[config.mk]
export PLATFORM = sky130hd
export DESIGN_NAME = mant_sub_norm_25_flat
export DESIGN_NICKNAME = d
export VERILOG_FILES = /design/src/rtl/mant_sub_norm_25_if.sv /design/src/rtl/mant_sub_norm_25.sv /design/src/flat_wrapper.sv
export SDC_FILE = /design/constraint.sdc
export NUM_CORES = 1
export LEC_CHECK = 0
export BUFFER_PORTS_ARGS = -buffer_cell sky130_fd_sc_hd__buf_2
export CAP_MARGIN = 10
export CORE_ASPECT_RATIO = 0.9
export CORE_MARGIN = 3
export CORE_UTILIZATION = 54
export CTS_BUF_LIST = sky130_fd_sc_hd__clkbuf_4 sky130_fd_sc_hd__clkbuf_8
export DETAILED_ROUTE_END_ITERATION = 6
export GPL_TIMING_DRIVEN = 1
export HOLD_SLACK_MARGIN = 0.08
export PLACE_DENSITY = 0.79
export REMOVE_ABC_BUFFERS = 1
export SETUP_SLACK_MARGIN = 0.05
export SYNTH_ARGS = -nofsm -noshare
export SYNTH_HDL_FRONTEND = slang
export SYNTH_SLANG_ARGS = --single-unit
[constraint.sdc]
create_clock -name clk -period 3.22 [get_ports clk]
set_input_delay 0.322 -clock clk [delete_from_list [all_inputs] [get_ports clk]]
set_output_delay 0.322 -clock clk [all_outputs]
set_load 0.05 [all_outputs]
[src/rtl/mant_sub_norm_25_if.sv]
// Handshake and operand/result bundle for the mantissa subtract-and-normalize unit.
interface mant_sub_norm_25_if #(
    parameter int WIDTH = 25,
    parameter int EXP_W = 8
);
    logic             start;
    logic             ready;
    logic [WIDTH-1:0] a;
    logic [WIDTH-1:0] b;
    logic [EXP_W-1:0] exp_in;
    logic             done;
    logic [WIDTH-1:0] res;
    logic [EXP_W-1:0] exp_out;
    logic             sign;
    logic             zero;
    logic             uf;

    modport master (
        output start, a, b, exp_in,
        input  ready, done, res, exp_out, sign, zero, uf
    );

    modport slave (
        input  start, a, b, exp_in,
        output ready, done, res, exp_out, sign, zero, uf
    );
endinterface

[src/rtl/mant_sub_norm_25.sv]
// Computes |A-B| with sign, then left-normalizes one bit per cycle while decrementing the exponent.
// Latency k+3 cycles from accept (k = shifts); START ignored unless READY, results hold until next accept.
module mant_sub_norm_25 #(
    parameter int WIDTH = 25,
    parameter int EXP_W = 8
) (
    input  logic                 clk,
    input  logic                 rst,
    mant_sub_norm_25_if.slave    bus
);
    typedef enum logic [1:0] {S_IDLE, S_SUB, S_NORM, S_DONE} state_t;

    state_t           state, state_nxt;
    logic [WIDTH-1:0] a_q, b_q, r;
    logic [EXP_W-1:0] e;
    logic [WIDTH:0]   diff;
    logic             norm_end;

    // Extra top bit of the subtraction is the borrow-free carry: set when A >= B.
    always_comb begin
        diff = {1'b0, a_q} + {1'b0, ~b_q} + {{WIDTH{1'b0}}, 1'b1};
    end

    assign norm_end = (r == '0) || r[WIDTH-1] || (e == '0);

    always_ff @(posedge clk) begin
        if (rst) state <= S_IDLE;
        else     state <= state_nxt;
    end

    always_comb begin
        state_nxt = state;
        case (state)
            S_IDLE:  if (bus.start) state_nxt = S_SUB;
            S_SUB:   state_nxt = S_NORM;
            S_NORM:  if (norm_end) state_nxt = S_DONE;
            S_DONE:  state_nxt = S_IDLE;
            default: state_nxt = S_IDLE;
        endcase
    end

    always_comb begin
        bus.ready = (state == S_IDLE);
        bus.done  = (state == S_DONE);
    end

    always_ff @(posedge clk) begin
        if (rst) begin
            a_q         <= '0;
            b_q         <= '0;
            r           <= '0;
            e           <= '0;
            bus.res     <= '0;
            bus.exp_out <= '0;
            bus.sign    <= 1'b0;
            bus.zero    <= 1'b0;
            bus.uf      <= 1'b0;
        end else begin
            case (state)
                S_IDLE: if (bus.start) begin
                    a_q      <= bus.a;
                    b_q      <= bus.b;
                    e        <= bus.exp_in;
                    bus.sign <= 1'b0;
                    bus.zero <= 1'b0;
                    bus.uf   <= 1'b0;
                end
                S_SUB: begin
                    if (diff[WIDTH]) begin
                        r        <= diff[WIDTH-1:0];
                        bus.sign <= 1'b0;
                    end else begin
                        r        <= ~diff[WIDTH-1:0] + {{(WIDTH-1){1'b0}}, 1'b1};
                        bus.sign <= 1'b1;
                    end
                end
                S_NORM: begin
                    if (r == '0) begin
                        bus.zero    <= 1'b1;
                        bus.sign    <= 1'b0;
                        bus.exp_out <= '0;
                        bus.res     <= '0;
                    end else if (r[WIDTH-1]) begin
                        bus.res     <= r;
                        bus.exp_out <= e;
                        bus.uf      <= 1'b0;
                    end else if (e == '0) begin
                        // Exponent exhausted: hand on a denormal rather than wrap below zero.
                        bus.res     <= r;
                        bus.exp_out <= '0;
                        bus.uf      <= 1'b1;
                    end else begin
                        r <= r << 1;
                        e <= e - {{(EXP_W-1){1'b0}}, 1'b1};
                    end
                end
                default: ;
            endcase
        end
    end
endmodule

[src/flat_wrapper.sv]
// flat-port wrapper written by rule: the top's interface ports become plain ports
module mant_sub_norm_25_flat 
#(
    parameter int WIDTH = 25,
    parameter int EXP_W = 8
)
  (clk, rst, bus_start, bus_a, bus_b, bus_exp_in, bus_ready, bus_done, bus_res, bus_exp_out, bus_sign, bus_zero, bus_uf);
  mant_sub_norm_25_if #(.WIDTH(WIDTH), .EXP_W(EXP_W)) bus_i ();
  input  logic clk;
  input  logic rst;
  input wire logic [$bits(bus_i.start)-1:0] bus_start;
  input wire logic [$bits(bus_i.a)-1:0] bus_a;
  input wire logic [$bits(bus_i.b)-1:0] bus_b;
  input wire logic [$bits(bus_i.exp_in)-1:0] bus_exp_in;
  output wire logic [$bits(bus_i.ready)-1:0] bus_ready;
  output wire logic [$bits(bus_i.done)-1:0] bus_done;
  output wire logic [$bits(bus_i.res)-1:0] bus_res;
  output wire logic [$bits(bus_i.exp_out)-1:0] bus_exp_out;
  output wire logic [$bits(bus_i.sign)-1:0] bus_sign;
  output wire logic [$bits(bus_i.zero)-1:0] bus_zero;
  output wire logic [$bits(bus_i.uf)-1:0] bus_uf;
  assign bus_i.start = bus_start;
  assign bus_i.a = bus_a;
  assign bus_i.b = bus_b;
  assign bus_i.exp_in = bus_exp_in;
  assign bus_ready = bus_i.ready;
  assign bus_done = bus_i.done;
  assign bus_res = bus_i.res;
  assign bus_exp_out = bus_i.exp_out;
  assign bus_sign = bus_i.sign;
  assign bus_zero = bus_i.zero;
  assign bus_uf = bus_i.uf;
  mant_sub_norm_25 #(.WIDTH(WIDTH), .EXP_W(EXP_W)) u_core (.clk(clk), .rst(rst), .bus(bus_i));
endmodule
* Word level (Yosys, flattened, before mapping)
Index checks and enable logic that the tools add are counted.
Widths: inputs -> output; s select.
** Cells by class
- $add $sub $neg :: 4
- Equal/unequal tests :: 10
- Muxes and demuxes :: 29
- Bitwise operators :: 2
- Reduce and logical (&&, ||, !) cells :: 18
** Operator list (number)
- $mux 25 :: 7
- $mux 8 :: 7
- $not 25->25 :: 2
- $pmux 25 s2 :: 1
- $add 25x25->26 :: 1
- $add 26x1->26 const B :: 1
- $add 25x1->25 const B :: 1
- $logic_not 25->1 :: 1
- $pmux 8 s2 :: 1
- $logic_not 8->1 :: 1
- $ne 2x2->1 const B :: 4
- $pmux 2 s4 :: 1
- $reduce_and 2->1 :: 4
- $reduce_and 4->1 :: 2
- $sub 8x1->8 const B :: 1
- $mux 1 :: 7
- $reduce_and 3->1 :: 2
- $reduce_bool 3->1 :: 2
- $reduce_and 5->1 :: 1
- $eq 2x2->1 const B :: 2
- $mux 2 :: 2
- $ne 2x1->1 const B :: 2
- $pmux 1 s2 :: 2
- $reduce_bool 2->1 :: 2
- 5 further kinds :: 6
** Storage, ports and cells
- Flip-flop bits (word level) :: 121
- Bits of input ports :: 61
- Output and inout bits :: 38
- Logic and storage cells :: 74

* Longest topological paths before layout
Gate-level depths: netlist of run 1.
- Word-level depth :: 7
- Gate-level depth with buffers :: 15
- Gate-level depth less buffers :: 14

* Least setup slack after synthesis of run 1
OpenSTA, ideal clock, no wires.
- Path type :: flip-flop to flip-flop
- Start point :: register u_core.a_q[0]
- End point :: register u_core.r[14]
- Setup time :: 0.133 ns
- Arrival :: 3.123 ns
- Required time :: 3.087 ns
- Slack :: -0.036 ns
- Cell stages (with the launch flop) :: 15
- Buffers on the path :: 0
- Clock period less this slack :: 3.256 ns
- Cells stage by stage :: dfxtp_1 -> inv_1 -> ha_1 -> inv_1 -> fa_1 -> a21o_1 -> a221oi_2 -> o21ai_2 -> xor2_1 -> nor4b_2 -> nand4b_2 -> or3b_1 -> and3_1 -> o21ai_1 -> a211oi_2
** On the way
- Cells in the longest elaborated chain, start to end :: 6
** Ends and longest elaborated chain
- start, declared :: line mant_sub_norm_25.sv:14 : logic [WIDTH-1:0] a_q, b_q, r;
- start signal, assigned :: line mant_sub_norm_25.sv:61 : a_q <= bus.a;
- $add 25x25->26 (*) :: line mant_sub_norm_25.sv:21 : diff = {1'b0, a_q} + {1'b0, ~b_q} + {{WIDTH{1'b0}}, 1'b1};
- $add 26x1->26 (*) :: line mant_sub_norm_25.sv:21
- $not 25->25 :: line mant_sub_norm_25.sv:73 : r <= ~diff[WIDTH-1:0] + {{(WIDTH-1){1'b0}}, 1'b1};
- $add 25x1->25 :: line mant_sub_norm_25.sv:73
- $mux 25 (*) :: line mant_sub_norm_25.sv:69 : if (diff[WIDTH]) begin
- $pmux 25 s2 (*) :: line mant_sub_norm_25.sv:59 : case (state)
- end signal, assigned :: line mant_sub_norm_25.sv:70 : r <= diff[WIDTH-1:0];
- end signal, assigned :: line mant_sub_norm_25.sv:73
- end signal, assigned :: line mant_sub_norm_25.sv:93 : r <= r << 1;
- end, declared :: line mant_sub_norm_25.sv:14
Mark *: on every way between the ends. The rest lies on a longest branch, timed or not.
A chain may end at the register's enable or synchronous reset.

* Final worst setup path of run 1
- Start point :: register u_core.a_q[0]
- End point :: register u_core.r[24]
Same word-level chain as after synthesis.

==> insert_results.sql, run 1 <==
INSERT INTO impl_metrics (metric_group, metric, value, unit) VALUES
('grt', 'track_usage', '24.5', '%'),
('logic_synthesis', 'synth_enable_flop_cells', '0', ''),
('timing', 'report.final.slew_viol_count', '0', ''),
('placement', 'placement.io_buffers', '98', ''),
('logic_synthesis', 'yosys_warnings', '0', ''),
('floorplan', 'dieArea', '14300', 'sq um'),
('status', 'status', 'complete, but fails checks', ''),
('route', 'vias', '7106', ''),
('logic_synthesis', 'post-synth-top-area-fraction', '34.7', '%'),
('layout', 'number_of_inserted_diodes', '0', ''),
('grt', 'grt-ovfl-total', '0', ''),
('logic_synthesis', 'yosysUniqueCellTypes', '78', ''),
('pwr', 'power.density', '1210', 'nW/um^2'),
('timing', 'final_period_minus_worst_setup_slack', '3.25', 'ns'),
('logic_synthesis', 'mappedNetlistArea', '6980', 'sq um'),
('route', 'antenna_left', '0', ''),
('clocking', 'numCtsBuffers', '17', ''),
('setup_path', 'timing.setup.critical_path_class', 'reg -> reg', ''),
('clocking', 'cts_htree_levels', '4', ''),
('route', 'drt-pass1-iter-count', '5', ''),
('clocking', 'ctsRootBufferMaster', 'sky130_fd_sc_hd__clkbuf_8', ''),
('logic_synthesis', 'synth_flop_cell', 'sky130_fd_sc_hd__dfxtp_1', ''),
('grt', 'global_route_wire_length_before_repair', '29600', 'um'),
('floorplan', 'fp-row-count', '38', ''),
('clocking', 'clkSlewWorstSetupHoldPaths', '0.07', 'ns'),
('placement', 'detailed_place_hpwl', '12400', 'um'),
('timing', 'timing.setup.tns', '-0.0258', 'ns'),
('pwr', 'internal_power', '5.78', 'mW'),
('pwr', 'sw_frac_of_total', '46.1', '%'),
('floorplan', 'core_area', '12400', 'sq um'),
('logic_synthesis', 'postSynth.asyncResetShare', '0', '%'),
('placement', 'place_congestion', '0.886', ''),
('floorplan', 'fp.dieH', '114', 'um'),
('clocking', 'worstSkewPairLatency', '0.45', 'ns'),
('timing', 'min_period_over_period', '101', '%'),
('clocking', 'cts-root-to-sink-buffers', '2', ''),
('timing', 'finalWorstSetupSlack', '-0.0258', 'ns'),
('setup_path', 'cp_max_fo', '3', ''),
('timing', 'worst_pin_slew', '1.12', 'ns'),
('clocking', 'tritoncts', 'built', ''),
('clocking', 'numClockSinks', '121', ''),
('timing', 'rsz0062_at_grt', 'true', ''),
('floorplan', 'boundaryPins', '99', ''),
('grt', 'antenna_violations_before_repair', '0', ''),
('logic_synthesis', 'netlist.top_cell.by_area', 'sky130_fd_sc_hd__dfxtp_1', ''),
('pwr', 'irDropWorstVdd', '0.585', 'mV'),
('layout', 'area_growth_syn_to_layout', '27.5', '%'),
('route', 'drt_iter0_drc', '660', ''),
('setup_path', 'critPathRequiredTime', '3.51', 'ns'),
('route', 'drc_errors', '0', ''),
('floorplan', 'floorplan.initialDensity', '56.5', '%'),
('status', 'failed_checks', 'negative setup slack', ''),
('hold_path', 'worst_hold_path_type', 'in -> reg', ''),
('pwr', 'p_leak', '3.81', 'nW'),
('logic_synthesis', 'synthesis.instances', '917', ''),
('timing', 'number_of_endpoints_with_negative_hold_slack_in_the_final_report', '0', ''),
('pwr', 'switching_power', '4.95', 'mW'),
('timing', 'fmax', '308', 'MHz'),
('grt', 'maximum_number_of_pins_on_one_net_before_global_route_repair', '80', ''),
('floorplan', 'die_width', '126', 'um'),
('logic_synthesis', 'synth-seq-cells', '121', ''),
('logic_synthesis', 'synth.top_cells.by_area', 'sky130_fd_sc_hd__dfxtp_1 35%, sky130_fd_sc_hd__a21oi_1 8.5%, sky130_fd_sc_hd__nand2_1 7.6%, sky130_fd_sc_hd__ha_1 5.7%, sky130_fd_sc_hd__nor2_1 5.1%', ''),
('grt', 'number_of_global_route_vias_before_repair', '6378', ''),
('logic_synthesis', 'yosysSeqAreaShare', '34.7', '%'),
('setup_path', 'cp_data_arrival_time', '3.53', 'ns'),
('pwr', 'seq_power_share', '19.2', '%'),
('timing', 'slew-limit-headroom', '24.8', '%'),
('timing', 'setup_viol', '1', ''),
('setup_path', 'worstSetupEndpointType', 'flop', ''),
('pwr', 'clkPwrFrac', '13.0', '%'),
('layout', 'final_layout_size_suffix_gt1_share', '27.8', '%'),
('placement', 'dpl_worst_slack', '-0.154', 'ns'),
('flow_run', 'drv.max_cap_violation_count', '0', ''),
('logic_synthesis', 'synthesis.area_per_instance', '7.61', 'sq um'),
('route', 'routed_wire_length_per_instance', '14.8', 'um'),
('route', 'vias_per_instance', '5.71', ''),
('timing', 'skew', '0.0167', 'ns'),
('route', 'drt_wl_total', '18400', 'um'),
('layout', 'finish.net_count', '1165', ''),
('pwr', 'share_comb_of_total_power', '67.8', '%'),
('setup_path', 'startpoint_type', 'flop', '');
## worst paths after layout
check / from / to / slack (ns) / cells past startpoint
max: u_core.a_q[0] / u_core.r[24] / -0.03 / 15
min: bus_b[5] / u_core.b_q[5] / 0.10 / 3
max reg2reg: u_core.a_q[0] / u_core.r[24] / -0.03 / 15
min reg2reg: u_core.b_q[3] / u_core.b_q[3] / 0.45 / 2
## logic make-up (layout without fill, tap and decap cells)
logic type | Yosys count | after routing | share of synthesized area, %
xor gates and xnor gates | 27 | 27 | 3.39
and+or+nand+nor | 349 | 349 | 23.2
buffers and inverters | 100 | 267 | 5.82
adders and majority gates | 33 | 33 | 6.02
AOI/OAI and AO/OA | 282 | 282 | 26.1
DFF | 121 | 121 | 34.7
muxes | 5 | 5 | 0.735
## flip-flops by register name, summed over array words and instances (netlist names)
register / cells
u_core.bus.zero: 1
u_core.a_q: 25
u_core.state: 2
u_core.bus.res: 25
u_core.bus.uf: 1
u_core.b_q: 25
u_core.r: 25
u_core.bus.sign: 1
u_core.e: 8
u_core.bus.exp_out: 8
## per-stage QoR
| step | total power [mW] | util, % | hold slack (ns) | cells | area (sq um) |
|---|---|---|---|---|---|
| global route | 11.5 | 72.0 | 0.104 | 1244 | 8900 |
| detailed placement | 8.09 | 64.2 | 0.447 | 1183 | 7940 |
| finish | 10.7 | 72.0 | 0.105 | 1244 | 8900 |
| floorplan | 6.19 | - | 0.387 | 859 | 6730 |
| global placement | 8.00 | 64.2 | 0.443 | 1183 | 7940 |
| CTS | 9.91 | 69.3 | 0.0828 | 1232 | 8560 |
## layer usage
layer	vias up	part of all wire, %	global-route usage (%)
li1	3571	-	-
met1	3278	45	33.4
met2	224	46	40.0
met3	33	6.0	4.59
met4	0	2.3	7.01
met5	-	0	0
## layout make-up
cell class | count | area, sq um
Clock buffer | 20 | 256
Clock inverter | 12 | 151
Multi-Input combinational cell | 696 | 4480
Timing Repair Buffer | 193 | 1230
Sequential cell | 121 | 2420
Inverter | 42 | 158
Fill cell | 964 | 3460
Tap cell | 160 | 200
## critical path, stage by stage (launching register included)
cell                       delay, ns
sky130_fd_sc_hd__dfxtp_2        0.33
sky130_fd_sc_hd__inv_2          0.06
sky130_fd_sc_hd__ha_4           0.13
sky130_fd_sc_hd__inv_2          0.04
sky130_fd_sc_hd__fa_2           0.33
sky130_fd_sc_hd__buf_4          0.14
sky130_fd_sc_hd__nand3_1        0.13
sky130_fd_sc_hd__a211oi_1       0.12
sky130_fd_sc_hd__a211oi_1       0.30
sky130_fd_sc_hd__xor2_1         0.26
sky130_fd_sc_hd__o211ai_1       0.18
sky130_fd_sc_hd__buf_4          0.19
sky130_fd_sc_hd__nor3_4         0.24
sky130_fd_sc_hd__a41oi_1        0.20
sky130_fd_sc_hd__xnor2_1        0.30
sky130_fd_sc_hd__a211oi_1       0.13
## power groups by stage
stage | logic, mW | registers, mW | clock network (mW)
global route | 7.95 | 2.09 | 1.49
global placement | 5.93 | 2.07 | 0
CTS | 6.44 | 2.05 | 1.42
finish | 7.28 | 2.06 | 1.40
floorplan | 4.11 | 2.08 | 0
detailed placement | 6.01 | 2.08 | 0
## cell usage after synthesis, drive strengths merged (3+ instances only)
| master | n |
|---|---|
| a211o | 4 |
| a211oi | 20 |
| a21boi | 5 |
| a21o | 6 |
| a21oi | 120 |
| a22oi | 40 |
| a311oi | 5 |
| a31oi | 8 |
| a41oi | 3 |
| and2 | 7 |
| and3 | 6 |
| and4 | 3 |
| buf | 17 |
| clkbuf | 41 |
| dfxtp | 121 |
| ha | 32 |
| inv | 42 |
| mux2i | 4 |
| nand2 | 141 |
| nand2b | 6 |
| nand3 | 13 |
| nand4 | 9 |
| nor2 | 97 |
| nor2b | 5 |
| nor3 | 26 |
| nor3b | 5 |
| nor4 | 12 |
| o211a | 4 |
| o211ai | 3 |
| o21a | 8 |
| o21ai | 33 |
| or2 | 3 |
| or3 | 7 |
| or4 | 3 |
| xnor2 | 15 |
| xor2 | 12 |
## cells in the final DEF (no fill, tap or decap), types with 7 or more instances in the layout
master / Yosys / layout
sky130_fd_sc_hd__a211oi_1: 19 / 16
sky130_fd_sc_hd__a21oi_1: 119 / 113
sky130_fd_sc_hd__a21oi_2: 1 / 7
sky130_fd_sc_hd__a22oi_1: 39 / 39
sky130_fd_sc_hd__a31oi_1: 8 / 8
sky130_fd_sc_hd__and2_1: 7 / 7
sky130_fd_sc_hd__buf_2: 7 / 97
sky130_fd_sc_hd__buf_4: 0 / 93
sky130_fd_sc_hd__clkbuf_8: 0 / 17
sky130_fd_sc_hd__dfxtp_1: 121 / 119
sky130_fd_sc_hd__ha_1: 32 / 28
sky130_fd_sc_hd__inv_1: 42 / 40
sky130_fd_sc_hd__nand2_1: 141 / 140
sky130_fd_sc_hd__nand3_1: 13 / 12
sky130_fd_sc_hd__nand4_1: 9 / 9
sky130_fd_sc_hd__nor2_1: 95 / 89
sky130_fd_sc_hd__nor3_1: 25 / 22
sky130_fd_sc_hd__nor4_1: 11 / 9
sky130_fd_sc_hd__o21a_1: 8 / 8
sky130_fd_sc_hd__o21ai_0: 28 / 24
sky130_fd_sc_hd__xnor2_1: 15 / 10
sky130_fd_sc_hd__xor2_1: 12 / 10
## repair_timing
item,CTS,global route
pin swaps,23,33
endpoints found under the setup margin,16,24
buffers inserted,16,12
resized for setup,19,53
endpoints found under the hold margin,1,0
hold buffers,1,0
(Power assumes the default switching activity.)
==> run 2: changes to the inputs <==
Settings changed: CORE_UTILIZATION 54 to 52, CTS_BUF_LIST sky130_fd_sc_hd__clkbuf_4 sky130_fd_sc_hd__clkbuf_8 to sky130_fd_sc_hd__clkbuf_4 sky130_fd_sc_hd__clkbuf_8 sky130_fd_sc_hd__clkbuf_16, PLACE_DENSITY 0.79 to 0.76.
==> run 2 against run 1 <==
Net effect: the run still ends with negative setup slack left; sequential power barely moved; cell count fell by 2.0%; sequential share of layout area rose by 0.45 points; flip-flop and latch count did not move; clock power rose by 41%; via count fell by 3.5%; first-iteration DRC count fell by 36%; clock-buffer cell count rose by 5; highest routed layer unchanged; die area rose by 3.7%.
==> insert_results.sql, run 2 (synthesis gave the netlist of run 1 again) <==
INSERT INTO impl_metrics (metric_group, metric, value, unit) VALUES
('timing', 'fmax', '309', 'MHz'),
('layout', 'most_frequent_cells_in_the_layout', '139 x sky130_fd_sc_hd__nand2_1, 119 x sky130_fd_sc_hd__dfxtp_1, 115 x sky130_fd_sc_hd__a21oi_1', ''),
('clocking', 'tritoncts', 'built', ''),
('layout', 'number_of_inserted_diodes', '0', ''),
('grt', 'track_usage', '23.3', '%'),
('floorplan', 'dieArea', '14900', 'sq um'),
('floorplan', 'core_area', '12900', 'sq um'),
('floorplan', 'die_width', '128', 'um'),
('layout', 'area_growth_syn_to_layout', '25.4', '%'),
('timing', 'min_period_over_period', '100', '%'),
('route', 'drt-pass1-iter-count', '5', ''),
('route', 'vias', '6860', ''),
('grt', 'number_of_global_route_vias_before_repair', '6103', ''),
('clocking', 'cts-root-to-sink-buffers', '2', ''),
('hold_path', 'worst_hold_path_type', 'in -> reg', ''),
('clocking', 'cts_htree_levels', '4', ''),
('pwr', 'p_leak', '3.73', 'nW'),
('timing', 'finalWorstSetupSlack', '-0.0114', 'ns'),
('layout', 'finalCoreUtilization', '67.7', '%'),
('route', 'vias_per_instance', '5.63', ''),
('clocking', 'ctsRootBufferMaster', 'sky130_fd_sc_hd__clkbuf_16', ''),
('timing', 'timing.setup.tns', '-0.0114', 'ns'),
('floorplan', 'fp.dieH', '116', 'um'),
('route', 'drt_wl_total', '17300', 'um'),
('placement', 'postPlaceCellArea', '7880', 'sq um'),
('timing', 'final_period_minus_worst_setup_slack', '3.23', 'ns'),
('floorplan', 'boundaryPins', '99', ''),
('pwr', 'power.density', '1200', 'nW/um^2'),
('timing', 'setup_viol', '1', ''),
('layout', 'finish.net_count', '1137', ''),
('setup_path', 'worstSetupEndpointType', 'flop', ''),
('floorplan', 'fp-row-count', '39', ''),
('placement', 'dpl_worst_slack', '-0.0839', 'ns'),
('clocking', 'clkSlewWorstSetupHoldPaths', '0.05', 'ns'),
('route', 'routed_wire_length_per_instance', '14.2', 'um'),
('setup_path', 'cp_max_fo', '4', ''),
('timing', 'report.final.slew_viol_count', '0', ''),
('pwr', 'irDropWorstVdd', '0.660', 'mV'),
('clocking', 'numCtsBuffers', '17', ''),
('clocking', 'numClockSinks', '121', ''),
('clocking', 'postCtsHoldBufs', '0', ''),
('grt', 'maximum_number_of_pins_on_one_net_before_global_route_repair', '80', ''),
('setup_path', 'timing.setup.critical_path_class', 'reg -> reg', ''),
('timing', 'slew-limit-headroom', '42.4', '%'),
('setup_path', 'critPathRequiredTime', '3.49', 'ns'),
('route', 'drc_errors', '0', ''),
('clocking', 'worstSkewPairLatency', '0.43', 'ns'),
('placement', 'place_congestion', '0.899', ''),
('layout', 'mostFrequentLayoutCell', 'sky130_fd_sc_hd__nand2_1', ''),
('layout', 'final_instance_area', '8750', 'sq um'),
('layout', 'final_layout_size_suffix_gt1_share', '24.3', '%'),
('timing', 'skew', '0.00964', 'ns'),
('timing', 'worst_pin_slew', '0.863', 'ns'),
('placement', 'detailed_place_hpwl', '12100', 'um'),
('floorplan', 'floorplan.initialDensity', '54.0', '%'),
('status', 'status', 'complete, but fails checks', ''),
('route', 'drt_iter0_drc', '424', ''),
('placement', 'placed_cells', '1178', ''),
('grt', 'grt-ovfl-total', '0', ''),
('route', 'antenna_left', '0', ''),
('layout', 'post_layout_nonfiller_instances', '1219', ''),
('grt', 'global_route_wire_length_before_repair', '28500', 'um'),
('placement', 'placement.io_buffers', '98', ''),
('status', 'failed_checks', 'negative setup slack', ''),
('setup_path', 'cp_data_arrival_time', '3.51', 'ns'),
('setup_path', 'startpoint_type', 'flop', ''),
('flow_run', 'drv.max_cap_violation_count', '0', ''),
('layout', 'nFillCells', '1112', ''),
('grt', 'antenna_violations_before_repair', '0', ''),
('timing', 'number_of_endpoints_with_negative_hold_slack_in_the_final_report', '0', ''),
('timing', 'rsz0062_at_grt', 'true', '');
-- run 2: changes by cell type in the layout (fill, tap and decap cells not counted), moves of 3 or more --
cell and delta:
sky130_fd_sc_hd__clkbuf_8 -13, sky130_fd_sc_hd__clkinv_2 -3, sky130_fd_sc_hd__clkbuf_16 +17, sky130_fd_sc_hd__buf_4 -27
-- run 2: per-layer routing --
metal	up-vias	GRT usage [%]	wire, um
li1	3527	-	-
met1	3147	31.0	8210
met2	162	37.5	7940
met3	24	6.04	911
met4	0	6.93	267
met5	-	0	0
-- run 2: critical path: stages (launching register included) --
cell                       delay, ns
sky130_fd_sc_hd__dfxtp_2        0.32
sky130_fd_sc_hd__inv_2          0.06
sky130_fd_sc_hd__ha_4           0.13
sky130_fd_sc_hd__inv_2          0.04
sky130_fd_sc_hd__fa_2           0.38
sky130_fd_sc_hd__a21o_1         0.19
sky130_fd_sc_hd__a221oi_2       0.29
sky130_fd_sc_hd__o21ai_2        0.12
sky130_fd_sc_hd__xor2_1         0.16
sky130_fd_sc_hd__nor4b_2        0.26
sky130_fd_sc_hd__buf_4          0.17
sky130_fd_sc_hd__nand4b_4       0.14
sky130_fd_sc_hd__or3b_4         0.44
sky130_fd_sc_hd__and3_4         0.19
sky130_fd_sc_hd__o21ai_2        0.13
sky130_fd_sc_hd__a211oi_2       0.08
-- run 2: final timing paths --
check	startpoint	endpoint	slack (ns)	depth (start not counted)
max	u_core.a_q[0]	u_core.r[14]	-0.01	15
min	bus_a[0]	u_core.a_q[0]	0.12	3
max reg2reg	u_core.a_q[0]	u_core.r[14]	-0.01	15
min reg2reg	u_core.b_q[13]	u_core.b_q[13]	0.45	2
-- run 2: final cells by class --
cell class	count	area [sq um]	area share, %
Tap cell	164	205	2.34
Multi-Input combinational cell	696	4330	49.5
Clock buffer	25	510	5.83
Timing Repair Buffer	165	1010	11.6
Inverter	42	158	1.80
Sequential cell	121	2420	27.7
Clock inverter	6	113	1.29
-- run 2: through the flow --
step / total power, mW / hold WS (ns)
6_report: 10.5 / 0.123
5_1_grt: 11.3 / 0.130
4_1_cts: 10.2 / 0.122
3_5_place_dp: 8.02 / 0.446
3_3_place_gp: 7.92 / 0.442
2_1_floorplan: 6.19 / 0.387
-- run 2: where the power goes --
part	switching, mW	internal, mW
registers	0.255	1.80
clock network	0.646	1.33
logic	3.73	2.76
total	4.63	5.89
-- run 2: repair_timing --
item                                   CTS  global route
resized for setup                        7            41
pin swaps                               12            23
endpoints found under the hold margin    0             0
setup endpoints to repair               11            24
setup buffers                            4             6
